<file path="src/rtl/mux_tree_pipe_if.sv">
// Channel/select/result bundle for mux_tree_pipe.
// The master drives the channels and the select. The slave returns the tagged result.
interface mux_tree_pipe_if #(
    parameter int WIDTH = 8,
    parameter int N     = 8
);
    localparam int LVLS = $clog2(N);

    logic [N*WIDTH-1:0] din;
    logic [LVLS-1:0]    sel;
    logic               in_valid;
    logic               scan_en;
    logic [WIDTH-1:0]   dout;
    logic [LVLS-1:0]    dout_ch;
    logic               out_valid;

    modport master (
        output din, sel, in_valid, scan_en,
        input  dout, dout_ch, out_valid
    );

    modport slave (
        input  din, sel, in_valid, scan_en,
        output dout, dout_ch, out_valid
    );
endinterface

</file>
<file path="src/rtl/mux_tree_pipe.sv">
// Pipelined N:1 mux tree: LVLS levels of registered 2:1 selection, each carrying a valid bit and a channel tag.
// Optional round-robin scan counter is enabled by defining MUX_TREE_SCAN_EN.
module mux_tree_pipe #(
    parameter int WIDTH = 8,
    parameter int N     = 8
) (
    input  logic           clk,
    input  logic           rst,
    mux_tree_pipe_if.slave bus
);
    localparam int LVLS = $clog2(N);

    logic [LVLS-1:0] esel;

`ifdef MUX_TREE_SCAN_EN
    logic [LVLS-1:0] scan_cnt;

    // Wraps from N-1 to 0 for free, because N is a power of two.
    always_ff @(posedge clk or posedge rst) begin
        if (rst)
            scan_cnt <= '0;
        else if (bus.in_valid && bus.scan_en)
            scan_cnt <= scan_cnt + 1'b1;
    end

    assign esel = bus.scan_en ? scan_cnt : bus.sel;
`else
    logic unused_scan_en;
    assign unused_scan_en = bus.scan_en;
    assign esel           = bus.sel;
`endif

    // The tree is a heap. Node i has children 2i and 2i+1. Leaves N..2N-1 are the channels.
    logic [WIDTH-1:0] node_q [1:N-1];
    logic [WIDTH-1:0] node   [1:2*N-1];
    logic [LVLS-1:0]  tag_q  [LVLS];
    logic [LVLS-1:0]  tag_in [LVLS];
    logic [LVLS-1:0]  vld_q;
    logic [LVLS-1:0]  vld_in;

    always_comb begin
        for (int i = 1; i < N; i++)
            node[i] = node_q[i];
        for (int k = 0; k < N; k++)
            node[N+k] = bus.din[k*WIDTH +: WIDTH];
    end

    always_comb begin
        tag_in[0] = esel;
        vld_in[0] = bus.in_valid;
        for (int j = 1; j < LVLS; j++) begin
            tag_in[j] = tag_q[j-1];
            vld_in[j] = vld_q[j-1];
        end
    end

    // NOTE: sequential state uses non-blocking assignments, so every level samples its predecessor's pre-edge value.
    always_ff @(posedge clk or posedge rst) begin
        if (rst) begin
            // NOTE: the data array is reset too, because dout must read 0 during reset, not stale data.
            for (int i = 1; i < N; i++)
                node_q[i] <= '0;
            for (int j = 0; j < LVLS; j++)
                tag_q[j] <= '0;
            vld_q <= '0;
        end else begin
            vld_q <= vld_in;
            for (int j = 0; j < LVLS; j++) begin
                if (vld_in[j]) begin
                    tag_q[j] <= tag_in[j];
                    // Level j owns heap nodes N>>(j+1) .. (N>>j)-1 and steers on tag bit j.
                    for (int i = N >> (j + 1); i < (N >> j); i++)
                        node_q[i] <= tag_in[j][j] ? node[2*i+1] : node[2*i];
                end
            end
        end
    end

    assign bus.dout      = node_q[1];
    assign bus.dout_ch   = tag_q[LVLS-1];
    assign bus.out_valid = vld_q[LVLS-1];
endmodule

</file>
<file path="src/flat_wrapper.sv">
// flat-port wrapper written by rule: the top's interface ports become plain ports
module mux_tree_pipe_flat 
#(
    parameter int WIDTH = 8,
    parameter int N     = 8
)
  (clk, rst, bus_din, bus_sel, bus_in_valid, bus_scan_en, bus_dout, bus_dout_ch, bus_out_valid);
  mux_tree_pipe_if #(.WIDTH(WIDTH), .N(N)) bus_i ();
  input  logic clk;
  input  logic rst;
  input wire logic [$bits(bus_i.din)-1:0] bus_din;
  input wire logic [$bits(bus_i.sel)-1:0] bus_sel;
  input wire logic [$bits(bus_i.in_valid)-1:0] bus_in_valid;
  input wire logic [$bits(bus_i.scan_en)-1:0] bus_scan_en;
  output wire logic [$bits(bus_i.dout)-1:0] bus_dout;
  output wire logic [$bits(bus_i.dout_ch)-1:0] bus_dout_ch;
  output wire logic [$bits(bus_i.out_valid)-1:0] bus_out_valid;
  assign bus_i.din = bus_din;
  assign bus_i.sel = bus_sel;
  assign bus_i.in_valid = bus_in_valid;
  assign bus_i.scan_en = bus_scan_en;
  assign bus_dout = bus_i.dout;
  assign bus_dout_ch = bus_i.dout_ch;
  assign bus_out_valid = bus_i.out_valid;
  mux_tree_pipe #(.WIDTH(WIDTH), .N(N)) u_core (.clk(clk), .rst(rst), .bus(bus_i));
endmodule
</file>
<file path="config.mk">
export PLATFORM = sky130hd
export DESIGN_NAME = mux_tree_pipe_flat
export DESIGN_NICKNAME = d
export VERILOG_FILES = /design/src/rtl/mux_tree_pipe_if.sv /design/src/rtl/mux_tree_pipe.sv /design/src/flat_wrapper.sv
export SDC_FILE = /design/constraint.sdc
export NUM_CORES = 1
export LEC_CHECK = 0
export CAP_MARGIN = 0
export CELL_PAD_IN_SITES_DETAIL_PLACEMENT = 2
export CELL_PAD_IN_SITES_GLOBAL_PLACEMENT = 2
export CORE_ASPECT_RATIO = 1.5
export CORE_MARGIN = 2
export CORE_UTILIZATION = 33
export CTS_CLUSTER_SIZE = 28
export DETAILED_ROUTE_END_ITERATION = 8
export HOLD_SLACK_MARGIN = 0.08
export PLACE_DENSITY = 0.91
export SYNTH_ARGS = -nofsm -noshare
export SYNTH_HDL_FRONTEND = slang
export SYNTH_SLANG_ARGS = --single-unit
</file>
<file path="constraint.sdc">
create_clock -name clk -period 4.25 [get_ports clk]
set_clock_uncertainty 0.05 [all_clocks]
set_input_delay 0.85 -clock clk [delete_from_list [all_inputs] [get_ports clk]]
set_output_delay 0.85 -clock clk [all_outputs]
set_load 0.02 [all_outputs]
</file>
* Yosys cells after proc, flatten, opt, wreduce, memory -nomap -nowiden
Index checks and enable logic that the tools add are counted.
Cells by class: mux-type cells 7
Operator list (number):
- two-way mux 8 bit | 7
Word-level totals: output and inout bits 12, word-level logic and storage cells 18, bits in registers 68, input port bits 71

* Logic depth before layout (Yosys ltp)
Gate-level depths: netlist of run 1.
depth in word-level cells 1, depth in mapped cells 4, gate-level depth less buffers 2

* Least setup slack after synthesis of run 1
Ideal clock, no wire load.
path kind input port to flip-flop, start in bus_sel[0], end reg u_core.tag_q, in the netlist u_core.tag_in[3], library setup time 0.125 ns, arrival 1.361 ns, required time 4.075 ns, stages on the path 3, path buffers 2, slack 2.714 ns, cell sequence buf_6 -> buf_12 -> mux2_2
RTL lines:
- start: declaration | line flat_wrapper.sv:12 | input wire logic [$bits(bus_i.sel)-1:0] bus_sel;
- end signal: indexed assignment | line mux_tree_pipe.sv:70 | tag_q[j] <= tag_in[j];
- end: declaration | line mux_tree_pipe.sv:36 | logic [LVLS-1:0] tag_q [LVLS];
No word-level cell between the ends.

* Final worst setup path of run 1
start reg u_core.tag_q, in the netlist u_core.bus.dout_ch[2], end out bus_dout_ch[2]
RTL lines:
- end: declaration | line flat_wrapper.sv:16 | output wire logic [$bits(bus_i.dout_ch)-1:0] bus_dout_ch;
No word-level cell between the ends.

==> impl_metrics.ini, run 1 <==
[setup_path]
critPathSlowestCell = clkdlybuf4s50_1
cp.arrival_ps = 1290
rrSetupSlack_ps = 2540
cp-start-kind = register
path_delay_family = buffers and inverters
reg2reg_from = u_core.vld_q[0]$_DFF_PP0_
crit_start = u_core.bus.dout_ch[2]$_DFFE_PP0P_
worstPathCellList = clkdlybuf4s50_1
ff2ff_path_depth = 1
r2r_end = u_core.tag_in[2]$_DFFE_PP0P_
crit_cells = 1
crit_fanout = 2
cpPeakStageDelay_ps = 610
worst-path-buf-inv = 1
endpoint_kind = output pin
path_class = register to output pin
worstPathRequired_ps = 3350

[route]
drtAntennaViolNets = 0
wl_per_cell_um = 17.9
drt_pass1_iterations = 4
dr_total_vias = 2225
routed_wirelength_um = 8150
dr.first_iter.drc_count = 106
drc_errors = 0
viasPerCell = 4.88

[final_layout]
drive_gt1_share_pct = 7.85
antenna_cells = 0
synthToLayoutAreaGrowth_pct = 32.1
fin_area_sq_mm = 0.00408
fin_nets = 411
fill_cells = 954

[clock_tree]
h-tree-depth = 3
clock_sinks = 68
cts_tree = built
cts_made_buffers = 9
cts.clk_slew.worst_paths_ps = 50
cts-hold-fix-buffers = 0
post_cts_resized = 0
cts.root.buffer_cell = clkbuf_16
clockBufferDepth = 2
clk_latency_ps = 330
cts_setup_buffers = 0

[timing]
setup_violations = 0
slew_violations = 0
hold_violations = 0
whs_ps = 470
slew_headroom_pct = 24.2
worst_pin_slew_ps = 1140
max_freq_mhz = 457
period_share_pct = 51.5
period_minus_slack_ps = 2190
finalSetupTns_ps = 0
rsz0062_at_grt = no

[synth]
synth_area_sq_mm = 0.00309
ys_warn_count = 0
ys_async_sr_fraction_pct = 100
postSynthCellCount = 274
synth.top_cells.by_count = 68 x dfrtp_1, 56 x a21oi_1, 56 x mux2i_1, 56 x nor2_1, 10 x buf_4
synth_cell_types = 12
netlist_top_cells_area = dfrtp_1 55%, mux2i_1 18%, a21oi_1 9.1%
ys.flop_type = dfrtp_1
synth_mux_area_share_pct = 21.4
synth_fa_ha_area_share_pct = 0
synth_simple_gate_area_share_pct = 6.80
synth_nets = 345
synth_xor_area_share_pct = 0
synth_area_leader_cell = dfrtp_1
synthMostInstantiatedCell = dfrtp_1
synth_compound_area_share_pct = 9.07
ys_seq_area_share_pct = 55.0
synth-edff-count = 0
synth.avg_cell_area_sq_um = 11.3
synth_top_family_by_area = multiplexers
yosys.area.top_type_share_pct = 55.0
synth_seq_cells = 68

[hold_path]
min_from = u_core.tag_in[3]$_DFFE_PP0P_
min_path_type = register to register
worstHoldEndpoint = u_core.tag_in[3]$_DFFE_PP0P_
hold-path-cell-count = 1

[power_and_ir_drop]
power.density_mw_per_mm2 = 439
ir_drop_mv = 0.249
leakage_nw = 1.77
p_total_mw = 1.79

[floorplanning]
fp-row-count = 43
start_util_pct = 33.6
dieHeight_um = 123
num_io_pins = 83
die_x_um = 83.0
die_area_sq_mm = 0.0102
core_area_sq_mm = 0.00920

[global_routing]
grt_max_degree = 38
grt_pass1_vias = 2526
antenna_found_initial = 0
grt_pass1_wl_um = 13300
track_usage_pct = 17.1
grt.overflow.total = 0

[place]
gp_congestion = 0.701
port_buffers = 81
place_area_sq_mm = 0.00381
dp_hpwl_um = 5670

[job]
cap_violations = 0

[outcome]
outcome = finished clean
==> worst max path at each step <==
stage | end | slack, ps
CTS | bus_dout_ch[2] | 2030
global placement | u_core.node[75]$_DFFE_PP0P_ | 1950
floorplan | u_core.bus.dout[0]$_DFFE_PP0P_ | 1640
global route | bus_dout[1] | 2020
detailed placement | u_core.node[76]$_DFFE_PP0P_ | 1900
finish | bus_dout_ch[2] | 2060
==> final cells by class <==
type / count / area (sq um) / share of cell area (%)
clock buffers: 13 / 260 / 6.37
clock inverters: 2 / 10.0 / 0.245
inverters: 1 / 3.75 / 0.0919
multi-input cells: 177 / 1150 / 28.2
flip-flops and latches: 68 / 1700 / 41.7
well taps: 112 / 140 / 3.43
repair buffers: 83 / 816 / 20.0
==> per-layer routing <==
| metal | wire length, um | track usage (%) |
|---|---|---|
| met1 | 3280 | 19.6 |
| met2 | 4460 | 30.7 |
| met3 | 260 | 3.70 |
| met4 | 146 | 7.68 |
| met5 | 0 | 0 |
==> cell usage in the layout (no fill, tap or decap), drive strengths merged <==
cell           synthesis  layout
a21oi                 56      56
clkdlybuf4s50          0      79
dfrtp                 68      68
mux2                   9       9
mux2i                 56      56
buf                   26       4
inv                    1       1
clkinv                 0       2
clkbuf                 2      13
nor2                  56      56
==> cells by family (layout without fill, tap and decap cells) <==
logic type,Yosys count,in the layout
multiplexers,65,65
buffers and inverters,29,99
flip-flops,68,68
AND/OR/NAND/NOR,56,56
AO/OA/AOI/OAI,56,56
==> sequential cells by signal, summed over array words and instances (netlist names) <==
| signal | flops |
|---|---|
| u_core.bus.dout_ch | 3 |
| u_core.tag_in | 6 |
| u_core.bus.dout | 8 |
| u_core.node | 48 |
| u_core.vld_q | 3 |
==> per-stage QoR <==
stage / worst slack [ps] / instances / utilization [%]
6_report: 2060 / 456 / 44.4
5_1_grt: 2020 / 456 / 44.4
4_1_cts: 2030 / 456 / 44.4
3_5_place_dp: 1900 / 441 / 41.5
3_3_place_gp: 1950 / 441 / 41.5
2_1_floorplan: 1640 / 274 / -
==> report_power, final <==
group / switching [mW] / internal [mW] / total, mW / leakage (nW)
clock: 0.253 / 0.421 / 0.674 / 0.135
combinational: 0.140 / 0.171 / 0.311 / 0.884
sequential: 0.0745 / 0.734 / 0.809 / 0.754
(Power assumes the default switching activity.)
==> run 2: changes to the inputs <==
--- a/config.mk
+++ b/config.mk
@@ -10,11 +10,11 @@
 export CELL_PAD_IN_SITES_GLOBAL_PLACEMENT = 2
 export CORE_ASPECT_RATIO = 1.5
 export CORE_MARGIN = 2
-export CORE_UTILIZATION = 33
+export CORE_UTILIZATION = 30
 export CTS_CLUSTER_SIZE = 28
 export DETAILED_ROUTE_END_ITERATION = 8
 export HOLD_SLACK_MARGIN = 0.08
-export PLACE_DENSITY = 0.91
+export PLACE_DENSITY = 0.84
 export SYNTH_ARGS = -nofsm -noshare
 export SYNTH_HDL_FRONTEND = slang
 export SYNTH_SLANG_ARGS = --single-unit
==> constraint.sdc (replaced) <==
create_clock -name clk -period 2.3 [get_ports clk]
set_clock_uncertainty 0.05 [all_clocks]
set_input_delay 0.46 -clock clk [delete_from_list [all_inputs] [get_ports clk]]
set_output_delay 0.46 -clock clk [all_outputs]
set_load 0.02 [all_outputs]
==> impl_metrics.ini, run 2 (same netlist as run 1, synthesis figures left out) <==
[clock_tree]
clock_sinks = 68
cts.clk_slew.worst_paths_ps = 50
clk_latency_ps = 330
cts_setup_buffers = 0
clockBufferDepth = 2
cts-hold-fix-buffers = 0
h-tree-depth = 3
post_cts_resized = 0
cts_made_buffers = 9
cts_tree = built
cts.root.buffer_cell = clkbuf_16

[power_and_ir_drop]
ir_drop_mv = 0.349
p_total_mw = 3.32
power.density_mw_per_mm2 = 795
leakage_nw = 1.82

[place]
dp_hpwl_um = 5720
gp_congestion = 0.723
port_buffers = 81

[setup_path]
cpPeakStageDelay_ps = 610
cp.arrival_ps = 1320
cp-start-kind = register
endpoint_kind = output pin
critPathSlowestCell = clkdlybuf4s50_1
crit_start = u_core.bus.dout_ch[0]$_DFFE_PP0P_
path_class = register to output pin
reg2reg_from = u_core.tag_in[2]$_DFFE_PP0P_
worstPathRequired_ps = 1790
worstPathCellList = clkdlybuf4s50_1
worst-path-buf-inv = 1
crit_fanout = 2
path_delay_family = buffers and inverters

[floorplanning]
die_x_um = 86.9
dieHeight_um = 128
core_area_sq_mm = 0.0101
die_area_sq_mm = 0.0112
fp-row-count = 45
start_util_pct = 30.7
num_io_pins = 83

[global_routing]
track_usage_pct = 15.5
grt_pass1_wl_um = 13000
grt_pass1_vias = 2493
antenna_found_initial = 0
grt_max_degree = 35
grt.overflow.total = 0

[timing]
worst_pin_slew_ps = 620
hold_violations = 0
period_minus_slack_ps = 1830
whs_ps = 456
max_freq_mhz = 547
setup_violations = 0
finalSetupTns_ps = 0
rsz0062_at_grt = no
period_share_pct = 79.4
slew_violations = 0
slew_headroom_pct = 58.6

[route]
dr_total_vias = 2266
drc_errors = 0
drtAntennaViolNets = 0
dr.first_iter.drc_count = 88
wl_per_cell_um = 16.9
drt_pass1_iterations = 4
routed_wirelength_um = 7930
viasPerCell = 4.84

[final_layout]
drive_gt1_share_pct = 9.97
largest_reg_flops = 48
antenna_cells = 0
fin_nets = 417
final_common_cell = clkdlybuf4s50_1
synthToLayoutAreaGrowth_pct = 35.0
layout_common_cells = 79 x clkdlybuf4s50_1, 68 x dfrtp_1, 56 x mux2i_1, 56 x nor2_1, 56 x a21oi_1

[hold_path]
min_path_type = input port to asynchronous set/reset pin

[outcome]
outcome = finished clean

[job]
cap_violations = 0
[run 2: cell types whose count changed in the layout (fill, tap and decap cells not counted), sizes merged]
cell and delta:
clkbuf -2, clkinvlp +1, clkinv +2, buf +6
[run 2: metrics by stage]
stage / utilization (%) / instance area, sq um / setup WS (ps) / std cells
floorplan: - / 3090 / 78.5 / 274
global placement: 38.7 / 3900 / 727 / 452
detailed placement: 38.7 / 3900 / 674 / 452
CTS: 41.4 / 4170 / 450 / 468
global route: 41.4 / 4170 / 440 / 468
finish: 41.4 / 4170 / 473 / 468
[run 2: final timing paths]
kind | slack (ps) | to | depth (start not counted)
min | 460 | u_core.node[111]$_DFFE_PP0P_ | 2
max in group asynchronous | 1180 | u_core.node[70]$_DFFE_PP0P_ | 3
max reg2reg | 960 | u_core.bus.dout[2]$_DFFE_PP0P_ | 2
min in group clk | 460 | u_core.bus.dout_ch[2]$_DFFE_PP0P_ | 1
min reg2reg | 460 | u_core.bus.dout_ch[2]$_DFFE_PP0P_ | 1
max | 470 | bus_dout_ch[0] | 1
[run 2: cell type report]
type	count	area (sq um)
Clock inverter	5	27.5
Fill cell	1024	5910
Inverter	1	3.75
Multi-Input combinational cell	177	1150
Clock buffer	11	243
Timing Repair Buffer	89	898
Sequential cell	68	1700
Tap cell	117	146
[run 2: metal layers]
layer / track usage [%] / part of all wire [%]
met1: 18.2 / 39
met2: 26.8 / 55
met3: 3.08 / 3.2
met4: 7.17 / 2.2
met5: 0 / 0
[run 2: report_power, final]
| part | internal [mW] | total [mW] | switching, mW |
|---|---|---|---|
| sequential | 1.36 | 1.47 | 0.113 |
| clock | 0.750 | 1.24 | 0.488 |
| combinational | 0.328 | 0.609 | 0.280 |
==> run 3: changes to the inputs <==
==> constraint.sdc (replaced) <==
create_clock -name clk -period 1.7 [get_ports clk]
set_clock_uncertainty 0.05 [all_clocks]
set_input_delay 0.34 -clock clk [delete_from_list [all_inputs] [get_ports clk]]
set_output_delay 0.34 -clock clk [all_outputs]
set_load 0.02 [all_outputs]
==> impl_metrics.ini, run 3 (same netlist as run 1, synthesis figures left out) <==
[power_and_ir_drop]
pwr-share-comb_pct = 17.9
leakage_nw = 1.89
p_int_mw = 3.41
power_frac_seq_pct = 43.5
ir_drop_mv = 0.509
switching_share_pct = 25.5
p_total_mw = 4.58
p_sw_mw = 1.16
p_clk_share_pct = 38.6
power.density_mw_per_mm2 = 1080

[timing]
setup_ws_ps = 45.8
hold_violations = 0
period_share_pct = 97.3
setup_violations = 0
max_freq_mhz = 605
slew_headroom_pct = 63.4
period_minus_slack_ps = 1650
rsz0062_at_grt = no
worst_pin_slew_ps = 549
finalSetupTns_ps = 0
slew_violations = 0

[route]
drt_pass1_iterations = 4
wl_per_cell_um = 16.8
routed_wirelength_um = 7850
viasPerCell = 4.87
drc_errors = 0
drtAntennaViolNets = 0
dr.first_iter.drc_count = 73
dr_total_vias = 2274

[clock_tree]
post_cts_resized = 1
cts_tree = built
h-tree-depth = 3
cts_made_buffers = 9
cts-hold-fix-buffers = 0
clk_latency_ps = 330
clockBufferDepth = 2
cts_setup_buffers = 0
cts.clk_slew.worst_paths_ps = 50
clock_sinks = 68
cts.root.buffer_cell = clkbuf_16

[setup_path]
crit_fanout = 2
cp.arrival_ps = 1260
crit_cells = 1
reg2reg_from = u_core.tag_in[4]$_DFFE_PP0P_
cp-start-kind = register
worst-path-buf-inv = 1
cpPeakStageDelay_ps = 600
worstPathRequired_ps = 1310
endpoint = bus_dout[0]
worstPathCellList = clkdlybuf4s50_1
ff2ff_path_depth = 3
critPathSlowestCell = clkdlybuf4s50_1
rrSetupSlack_ps = 420
path_class = register to output pin
path_delay_family = buffers and inverters
crit_start = u_core.bus.dout[0]$_DFFE_PP0P_
r2r_end = u_core.node[110]$_DFFE_PP0P_
endpoint_kind = output pin

[hold_path]
min_path_type = input port to asynchronous set/reset pin

[outcome]
outcome = finished clean

[final_layout]
largest_reg_flops = 48
synthToLayoutAreaGrowth_pct = 37.2
drive_gt1_share_pct = 9.71
fill_cells = 1038
layout_common_cells = 69 x clkdlybuf4s50_1, 68 x dfrtp_1, 56 x mux2i_1, 56 x nor2_1, 56 x a21oi_1
fin_nets = 417
antenna_cells = 0
final_common_cell = clkdlybuf4s50_1

[place]
gp_congestion = 0.681
port_buffers = 81
dp_hpwl_um = 5620
place_ws_ps = 340

[global_routing]
grt.overflow.total = 0
track_usage_pct = 15.5
grt_max_degree = 51
grt_pass1_wl_um = 13100
antenna_found_initial = 0
grt_pass1_vias = 2590

[floorplanning]
core_area_sq_mm = 0.0101
dieHeight_um = 128
die_area_sq_mm = 0.0112
fp-row-count = 45
start_util_pct = 30.7
num_io_pins = 83
die_x_um = 86.9

[job]
cap_violations = 0
[run 3: cell types whose count changed in the layout (fill, tap and decap cells not counted), sizes merged]
cell	before	now
inv	1	0
clkdlybuf4s50	79	69
dlymetal6s2s	0	9
dlygate4sd2	0	1
clkinv	4	1
clkbuf	11	14
[run 3: worst min path at each step]
stage / end / slack, ps
detailed placement: u_core.tag_in[3]$_DFFE_PP0P_ / 450
floorplan: u_core.vld_q[1]$_DFF_PP0_ / 300
CTS: u_core.node[70]$_DFFE_PP0P_ / 300
global placement: u_core.tag_in[0]$_DFFE_PP0P_ / 440
global route: u_core.node[77]$_DFFE_PP0P_ / 320
finish: u_core.node[70]$_DFFE_PP0P_ / 290
[run 3: through the flow]
step / hold slack, ps / util, % / instance area [sq um] / instances
after floorplan: 299 / - / 3100 / 274
after global placement: 436 / 39.0 / 3930 / 452
after detailed placement: 450 / 39.0 / 3930 / 452
after CTS: 296 / 41.9 / 4220 / 467
after global routing: 317 / 42.1 / 4240 / 467
final: 287 / 42.1 / 4240 / 467
[run 3: layout make-up]
class	count	area, sq um	share of cell area [%]
repair buffers	89	945	22.3
clock buffers	14	284	6.70
well taps	117	146	3.45
inverters	1	7.51	0.177
multi-input cells	177	1150	27.2
flip-flops and latches	68	1700	40.1
clock inverters	1	5.00	0.118
[run 3: power by group through the flow]
stage / clock [mW] / sequential [mW] / combinational, mW
after CTS: 1.82 / 2.00 / 0.844
after global placement: 0 / 2.00 / 0.800
after floorplan: 0 / 1.96 / 0.537
after detailed placement: 0 / 2.02 / 0.837
final: 1.77 / 1.99 / 0.818
after global routing: 1.88 / 2.02 / 0.904
[run 3: per-layer routing]
| metal | global-route usage [%] | vias up | share of wire [%] |
|---|---|---|---|
| met2 | 26.9 | 53 | 54 |
| met3 | 2.89 | 9 | 3.4 |
| li1 | - | 1078 | - |
| met4 | 6.89 | 0 | 2.1 |
| met5 | 0 | - | 0 |
| met1 | 18.4 | 1134 | 41 |
==> variant (settings of run 2) <==
The option `MUX_TREE_SCAN_EN` is turned on by a define.
--- a/src/rtl/mux_tree_pipe.sv
+++ b/src/rtl/mux_tree_pipe.sv
@@ -1,4 +1,6 @@
 // Pipelined N:1 mux tree: LVLS levels of registered 2:1 selection, each carrying a valid bit and a channel tag.
 // Optional round-robin scan counter is enabled by defining MUX_TREE_SCAN_EN.
+`define MUX_TREE_SCAN_EN
+
 module mux_tree_pipe #(
     parameter int WIDTH = 8,
Function: changed (Yosys sat finds a counterexample within 4 cycles, from zero or initial values and one cycle with rst high).
==> variant against run 2 <==
Global-route usage is 1.6 points higher; sequential cell count is 3 higher; routed wire length is 13% higher; area after synthesis is 3.2% higher; setup slack better by 6.2 ps; core utilization is 0.56 points higher; first-iteration DRC count is 18% higher; final area is 5.3% higher; power is 30% higher; critical endpoint is now bus_dout_ch[1].
==> variant: results <==
{
  "outcome": "complete, no violations",
  "hold_path_class": "in -> reg",
  "tightest_slew_ps": 577,
  "p_leak_nw": 1.90,
  "syn_avg_cell_area_um2": 11.0,
  "synthTopCellsByArea": "dfrtp_1, mux2i_1, a21oi_1, nor2_1, mux2_2",
  "synth_cell_types": 16,
  "synth_common_cells": "dfrtp_1, a21oi_1, nor2_1",
  "multi_input_area_um2": 1240,
  "portBuffers": 82,
  "drt-initial-drc-count": 104,
  "synthMuxAreaShare_pct": 21.4,
  "layout-drive-gt1-share_pct": 7.95,
  "netSwitchingPower_mw": 1.29,
  "grt_max_degree": 68,
  "final_nets": 434,
  "vias_per_cell": 4.77,
  "syn_to_final_growth_pct": 37.8,
  "synthesis.nets": 362,
  "netlist_instances": 290,
  "hpwl_um": 6300,
  "combPwrFrac_pct": 27.1,
  "grt_pass1_vias": 2771,
  "register_area_um2": 1780,
  "power.total_mw": 4.30
}
-- variant: changes by cell type after synthesis, moves of 3 or more --
cell	delta
buf_12	-4
buf_2	-6
dfrtp_1	+3
clkbuf_1	+10
nor2_1	+3
a21oi_1	+3
-- variant: worst paths after layout --
| path | end | startpoint | cells after the start | slack, ps |
|---|---|---|---|---|
| max in group asynchronous | u_core.node[105] | rst | 3 | 1170 |
| hold reg to reg | u_core.tag_in[0] | u_core.tag_in[0] | 1 | 460 |
| min in group asynchronous | u_core.scan_cnt[2] | rst | 2 | 430 |
| setup reg to reg | u_core.node[106] | u_core.tag_in[4] | 3 | 830 |
| hold / removal | u_core.node[71] | bus_in_valid | 2 | 390 |
| setup / recovery | bus_dout_ch[1] | u_core.bus.dout_ch[1] | 1 | 480 |
-- variant: routing by layer --
metal / vias up / track usage (%) / share of wire (%)
li1: 1122 / - / -
met5: - / 0 / 0
met4: 0 / 6.77 / 2.2
met2: 54 / 31.1 / 56
met1: 1239 / 19.1 / 39
met3: 15 / 3.29 / 2.8
